==> src/rtl/seq_mult_pipe_ctrl.sv <==
// ---------------------------------------------------------------------------
// seq_mult_pipe_ctrl
// Shift-and-add sequential multiplier with a valid/ready handshake on both
// sides. One operation is in flight at a time. Each accepted operand pair
// takes exactly WIDTH BUSY steps (no early exit). The product is then held in
// DONE until the consumer takes it.
//
// Ports:
//   clk        rising-edge clock
//   rst        synchronous active-high reset
//   in_valid   operand pair presented
//   in_ready   block is IDLE and can accept an operand pair
//   in1, in2   multiplier / multiplicand (WIDTH bits)
//   is_signed  treat operands as two's complement (ignored if SIGNED_EN==0)
//   out_valid  out holds a finished product (DONE state)
//   out_ready  consumer accepts out
//   out        product (2*WIDTH bits), two's complement for signed operations
//   busy       high in BUSY and DONE
// ---------------------------------------------------------------------------
module seq_mult_pipe_ctrl #(
  parameter int WIDTH     = 8,
  parameter int SIGNED_EN = 1
) (
  input  logic                 clk,
  input  logic                 rst,
  input  logic                 in_valid,
  output logic                 in_ready,
  input  logic [WIDTH-1:0]     in1,
  input  logic [WIDTH-1:0]     in2,
  input  logic                 is_signed,
  output logic                 out_valid,
  input  logic                 out_ready,
  output logic [2*WIDTH-1:0]   out,
  output logic                 busy
);

  localparam int PW = 2 * WIDTH;
  localparam int CW = $clog2(WIDTH) + 1;
  localparam logic [CW-1:0] LAST_STEP = CW'(WIDTH - 1);

  typedef enum logic [1:0] {
    S_IDLE = 2'd0,
    S_BUSY = 2'd1,
    S_DONE = 2'd2
  } state_t;

  // Magnitude of a possibly-signed operand; the most negative value maps to
  // 2^(WIDTH-1), which still fits in WIDTH unsigned bits.
  function automatic logic [WIDTH-1:0] f_mag(input logic [WIDTH-1:0] v,
                                             input logic sgn);
    if (sgn && v[WIDTH-1]) begin
      f_mag = ~v + WIDTH'(1);
    end else begin
      f_mag = v;
    end
  endfunction

  // Power-up values match the reset values.
  state_t          r_state     = S_IDLE;
  logic [WIDTH-1:0] r_a        = '0;
  logic [PW-1:0]   r_b         = '0;
  logic [PW-1:0]   r_acc       = '0;
  logic [PW-1:0]   r_out       = '0;
  logic [CW-1:0]   r_cnt       = '0;
  logic            r_neg       = 1'b0;
  logic            r_in_ready  = 1'b1;
  logic            r_out_valid = 1'b0;
  logic            r_busy      = 1'b0;

  logic            w_sgn;
  logic [PW-1:0]   w_acc_step;
  logic [PW-1:0]   w_result;

  assign w_sgn      = (SIGNED_EN != 0) ? is_signed : 1'b0;
  // Accumulate the shifted multiplicand when the current multiplier bit is set.
  assign w_acc_step = r_a[0] ? (r_acc + r_b) : r_acc;
  // Final step applies the stored sign to the unsigned magnitude product.
  assign w_result   = r_neg ? (~w_acc_step + PW'(1)) : w_acc_step;

  assign in_ready  = r_in_ready;
  assign out_valid = r_out_valid;
  assign busy      = r_busy;
  assign out       = r_out;

  // Control FSM and datapath registers; reset wins over every handshake.
  always_ff @(posedge clk) begin
    if (rst) begin
      r_state     <= S_IDLE;
      r_a         <= '0;
      r_b         <= '0;
      r_acc       <= '0;
      r_out       <= '0;
      r_cnt       <= '0;
      r_neg       <= 1'b0;
      r_in_ready  <= 1'b1;
      r_out_valid <= 1'b0;
      r_busy      <= 1'b0;
    end else begin
      case (r_state)
        S_IDLE: begin
          // in_ready is high throughout IDLE, so in_valid alone is the handshake.
          if (in_valid) begin
            r_a        <= f_mag(in1, w_sgn);
            r_b        <= {{WIDTH{1'b0}}, f_mag(in2, w_sgn)};
            r_neg      <= w_sgn & (in1[WIDTH-1] ^ in2[WIDTH-1]);
            r_acc      <= '0;
            r_cnt      <= '0;
            r_state    <= S_BUSY;
            r_in_ready <= 1'b0;
            r_busy     <= 1'b1;
          end
        end
        S_BUSY: begin
          r_a   <= r_a >> 1;
          r_b   <= r_b << 1;
          r_cnt <= r_cnt + CW'(1);
          if (r_cnt == LAST_STEP) begin
            r_acc       <= w_result;
            r_out       <= w_result;
            r_state     <= S_DONE;
            r_out_valid <= 1'b1;
          end else begin
            r_acc <= w_acc_step;
          end
        end
        S_DONE: begin
          if (out_ready) begin
            r_state     <= S_IDLE;
            r_out_valid <= 1'b0;
            r_busy      <= 1'b0;
            r_in_ready  <= 1'b1;
          end
        end
        default: begin
          // Unreachable encoding: recover to a clean IDLE.
          r_state     <= S_IDLE;
          r_in_ready  <= 1'b1;
          r_out_valid <= 1'b0;
          r_busy      <= 1'b0;
        end
      endcase
    end
  end

endmodule

==> config.mk <==
export PLATFORM = sky130hd
export DESIGN_NAME = seq_mult_pipe_ctrl
export DESIGN_NICKNAME = d
export VERILOG_FILES = /design/src/rtl/seq_mult_pipe_ctrl.sv
export SDC_FILE = /design/constraint.sdc
export NUM_CORES = 1
export LEC_CHECK = 0
export BUFFER_PORTS_ARGS = -buffer_cell sky130_fd_sc_hd__buf_4
export CAP_MARGIN = 25
export CORE_MARGIN = 3
export CORE_UTILIZATION = 60
export CTS_CLUSTER_SIZE = 16
export DETAILED_ROUTE_END_ITERATION = 8
export PLACE_DENSITY = 0.77
export SLEW_MARGIN = 5
export SYNTH_ARGS = -nofsm -noshare
export SYNTH_HDL_FRONTEND = slang
export SYNTH_SLANG_ARGS = --single-unit
==> constraint.sdc <==
create_clock -name clk -period 3 [get_ports clk]
set_input_delay 0.15 -clock clk [delete_from_list [all_inputs] [get_ports clk]]
set_output_delay 0.15 -clock clk [all_outputs]
set_load 0.05 [all_outputs]
==> results of run 1 <==
[registers in the layout, summed over array words and instances (netlist names)]
| signal | flops |
|---|---|
| busy | 1 |
| in_ready | 1 |
| out | 16 |
| out_valid | 1 |
| r_a | 8 |
| r_acc | 16 |
| r_b | 16 |
| r_cnt | 4 |
| r_neg | 1 |
| r_state | 2 |
[repair_timing]
item	in CTS	in global routing
endpoints found under the hold margin	0	0
setup buffers	0	6
cloned	0	0
pin swaps	0	10
resized for setup	1	20
setup endpoints to repair	1	11
[synthesized netlist by cell type (all sizes together) (6+ instances only)]
cell,count,area [sq um]
a31oi,13,81.3
nand2b,7,43.8
dfxtp,66,1320
a22oi,10,75.1
xor2,9,78.8
and3,7,43.8
nand2,62,233
nor2b,7,43.8
nand3,26,135
a21oi,60,300
a211oi,10,80.1
o211ai,7,57.6
xnor2,26,228
nor2,64,240
o21ai,24,124
ha,19,238
nor3,18,106
o21a,6,45.0
inv,13,48.8
clkbuf,29,109
a221oi,7,67.6
a21o,6,45.0
[power by group]
| group | switching, W | leakage [nW] | internal (W) | total, W |
|---|---|---|---|---|
| Clock | 0.000380 | 0.0783 | 0.000303 | 0.000683 |
| Combinational | 0.000263 | 1.40 | 0.000174 | 0.000437 |
| Sequential | 0.0000346 | 0.537 | 0.000905 | 0.000939 |
[layer usage]
layer | wire, microns | vias up | GRT usage
li1 | - | 2139 | -
met1 | 5480 | 2045 | 0.408
met2 | 5380 | 153 | 0.449
met3 | 745 | 18 | 0.0315
met4 | 180 | 0 | 0.0917
met5 | 0 | - | 0.0256
[worst paths after layout]
check	endpoint	slack, ns
max	r_acc[15]	0.10
min	r_state[1]	0.1
max reg2reg	r_acc[15]	0.10
min reg2reg	out[3]	0.45
[logic make-up (layout without fill, tap and decap cells)]
kind of cell,count (synthesis),in the layout,share of synthesized area
AND/OR/NAND/NOR,214,214,0.234
AO/OA/AOI/OAI,179,179,0.281
flip-flops,66,66,0.304
buffers and inverters,43,93,0.0374
XOR/XNOR,35,35,0.0704
adder cells (fa/ha/maj),20,20,0.0592
multiplexers,6,6,0.0141
[per-stage QoR]
step / power (W) / hold slack, ns / utilization
2_1_floorplan: 0.00123 / 0.286 / -
3_3_place_gp: 0.00134 / 0.440 / 0.695
3_5_place_dp: 0.00135 / 0.446 / 0.695
4_1_cts: 0.00202 / 0.0917 / 0.721
5_1_grt: 0.00214 / 0.104 / 0.742
6_report: 0.00206 / 0.0978 / 0.742
[worst max-delay path, delay by kind of cell, from the launching register on]
family	cells	cell delay [ns]
AO/OA/AOI/OAI	4	1.06
XOR/XNOR	1	0.16
adder cells (fa/ha/maj)	1	0.44
flip-flops	1	0.37
AND/OR/NAND/NOR	4	0.73
[final cells by class]
type,instances,area (sq um),area share
well taps,96,120,0.0234
flip-flops and latches,66,1330,0.259
multi-input cells,454,2970,0.580
clock inverters,7,52.6,0.0103
clock buffers,9,124,0.0242
repair buffers,64,480,0.0938
inverters,13,48.8,0.00952
==> flow_summary.ini, run 1 <==
[logic_synthesis]
synth.distinct_cells = 62
yosysSeqAreaShare = 0.304
yosys_warnings = 0
synth.avg_cell_area_sq_um = 7.73
async_reset_ff_frac = 0
synthCells = 563
syn-num-nets = 604
synth-seq-cells = 66
syn_area_sq_mm = 0.00435
synth-main-ff-cell = dfxtp_1
synth_edf_count = 0

[route]
route.detailed.drc = 0
drt_iter0_drc = 438
dr.pass1.iters = 6
vias_per_cell = 6.14
postRouteAntennaNets = 0
wirelength_microns = 11800
avgRoutedWirePerCell_microns = 16.6
num_vias = 4355

[clock_network]
clock_path_buffers = 2
clock-sinks = 66
htree_levels = 3
clk_pin_slew_ns = 0.08
hold_buffers = 0
cts_tree = done
clkLatencyLatePin_ns = 0.35
cts_root_buffer = clkbuf_8
cts_buffers = 9

[setup_path]
cp-start-kind = register
crit_chain = ha_2 -> nor2b_1 -> a221o_1 -> a311oi_4 -> nand3_1 -> nor3_2 -> nand4_1 -> o21ai_2 -> xnor2_1 -> o22ai_1
end_kind = register
r2r_cells = 10
reg2reg_from = r_b[2]
cp_max_fo = 6
critical_path_required_ns = 3.20
slowest_stage = ha_2
slowest_delay_ns = 0.44
crit_arrival_ns = 3.10
startpoint = r_b[2]
worstSetupPathType = register to register

[global_route]
grt_overflow = 0
grt_max_degree = 64
grt_pass1_wl_microns = 19500
antenna_found_initial = 0
grt_pass1_vias = 4006
grt.total_usage = 0.286

[die]
die_width_microns = 91.2
num_rows = 30
num_io_pins = 40
die-area_sq_mm = 0.00831
coreArea_sq_mm = 0.00691
start_util = 0.630
die_h_microns = 91.2

[power]
power.density_mw_per_mm2 = 402
peakVddDrop_v = 0.000549
p_leak_nw = 2.02

[final_layout]
final_cells = 709
drive_above_1_share = 0.191
fill_cells = 565
final_cell_mix = 64 x nor2_1, 64 x buf_4, 63 x dfxtp_1
diodes = 0
finalInstanceArea_sq_mm = 0.00512
syn2layout_area_growth_pct = 17.7
final_nets = 649

[timing]
period_needed_ns = 2.90
hold_viol_final = 0
fin_crit_sh = 0.966
setup_tns_ns = 0
setup_viol_count_final = 0
tightest_slew_ns = 0.644
fmax_ghz = 0.345
slew_violations = 0
rsz0062_at_grt = yes
finClkSkew_ns = 0.0109
slew_headroom = 0.570
fin_ws_ns = 0.103

[placement]
detailed_place_hpwl_microns = 8480
port_buffers = 39
place_ws_ns = 0.00722
dp.cells = 687
placed_cell_area_sq_mm = 0.00480
globalplace.congestion = 0.883

[hold_path]
hp-start = out_ready
holdPathStages = 4
worstHoldPathType = input pin to register

[outcome]
status = finished, final reports clean

[job]
drv_cap = 0
Note: power is estimated with default switching activity, not from simulation.
==> run 2: changes to the inputs <==
CAP_MARGIN = 20   (was 25)
CORE_UTILIZATION = 54   (was 60)
PLACE_DENSITY = 0.73   (was 0.77)
clock period = 2.4 ns   (was 3 ns; I/O delays follow)
==> flow_summary.ini, run 2 (synthesis gave the netlist of run 1 again) <==
[timing]
tightest_slew_ns = 1.05
slew_violations = 0
rsz0062_at_grt = yes
hold_viol_final = 0
setup_viol_count_final = 25
slew_headroom = 0.280
setup_tns_ns = -10.07
finClkSkew_ns = 0.0110
fmax_ghz = 0.335
fin_crit_sh = 1.24
fin_ws_ns = -0.588
period_needed_ns = 2.99

[outcome]
status = finished, violations left
failed_checks = setup timing

[final_layout]
fin_util = 0.783
finalInstanceArea_sq_mm = 0.00608
syn2layout_area_growth_pct = 39.7
final_nets = 735
final_cell_mix = 148 x buf_4, 61 x nor2_1, 60 x nand2_1
final_common_cell = buf_4
drive_above_1_share = 0.339
diodes = 0

[die]
die_h_microns = 95.8
coreArea_sq_mm = 0.00777
die-area_sq_mm = 0.00917
num_io_pins = 40
die_width_microns = 95.8
start_util = 0.560
num_rows = 32

[power]
peakVddDrop_v = 0.000430
power.density_mw_per_mm2 = 495
p_leak_nw = 2.53

[placement]
port_buffers = 39
placed_cell_area_sq_mm = 0.00542
globalplace.congestion = 0.884
detailed_place_hpwl_microns = 9660

[route]
vias_per_cell = 6.18
avgRoutedWirePerCell_microns = 18.8
route.detailed.drc = 0
num_vias = 4952
wirelength_microns = 15000
dr.pass1.iters = 7
postRouteAntennaNets = 0
drt_iter0_drc = 525

[global_route]
grt_pass1_wl_microns = 22200
grt_max_degree = 64
antenna_found_initial = 0
grt.total_usage = 0.312
grt_overflow = 0
grt_pass1_vias = 4546

[setup_path]
worstSetupPathType = register to register
critical_path_required_ns = 2.61
cp_max_fo = 7
cp-start-kind = register
crit_arrival_ns = 3.20
reg2reg_slack_ns = -0.59
end_kind = register

[clock_network]
clk_pin_slew_ns = 0.08
htree_levels = 3
clkLatencyLatePin_ns = 0.35
clock-sinks = 66
cts_root_buffer = clkbuf_8
clock_path_buffers = 2
cts_tree = done
cts_buffers = 9

[hold_path]
worstHoldPathType = input pin to register

[job]
drv_cap = 0
==> run 2: path summary, 6_finish.rpt <==
check | from | end | cells past startpoint
hold reg to reg | out[6] | out[6] | 2
hold / removal | out_ready | r_state[1] | 4
setup / recovery | r_acc[0] | r_acc[14] | 14
setup reg to reg | r_acc[0] | r_acc[14] | 14
==> run 2: layer usage <==
layer / GRT usage / wire length, microns
met5: 0 / 0
met3: 0.0907 / 1410
met1: 0.400 / 6100
met4: 0.122 / 388
met2: 0.493 / 7140
==> run 2: cell type report <==
cell class,count,area [sq um]
clock inverter,6,88.8
fill,549,1690
multi-input combinational,454,3210
sequential,66,1330
clock buffer,10,138
timing repair buffer,150,1140
inverter,13,48.8
tap,102,128
==> run 2: repair_timing <==
item,in CTS,in global routing
setup buffers,10,12
pin swaps,30,34
resized for setup,27,25
hold buffers,0,0
endpoints found under the setup margin,20,27
==> run 2: where the power goes <==
group          internal, W  switching (W)  leakage (nW)  total, W
Combinational     0.000346       0.000414          1.89  0.000760
Sequential         0.00113      0.0000405         0.539   0.00117
Clock             0.000615       0.000466         0.109   0.00108
==> run 2: worst max-delay path, cell delays in order, from the launching register on <==
cell      delay (ns)
dfxtp_2         0.34
ha_4            0.16
fa_2            0.40
buf_4           0.16
a21oi_4         0.17
nor3_2          0.07
a311oi_4        0.37
buf_4           0.19
nand4_4         0.13
nor3_4          0.17
buf_12          0.15
nand3_4         0.09
and3_4          0.20
o21ai_2         0.14
a211oi_2        0.09
==> run 2: through the flow <==
stage	total power, W	setup WS, ns	instances	hold WS (ns)
6_report	0.00301	-0.588	801	0.0584
5_1_grt	0.00313	-0.762	801	0.0593
4_1_cts	0.00293	-0.339	789	0.0496
3_5_place_dp	0.00177	-0.380	763	0.421
3_3_place_gp	0.00176	-0.289	763	0.412
2_1_floorplan	0.00154	-0.190	563	0.248
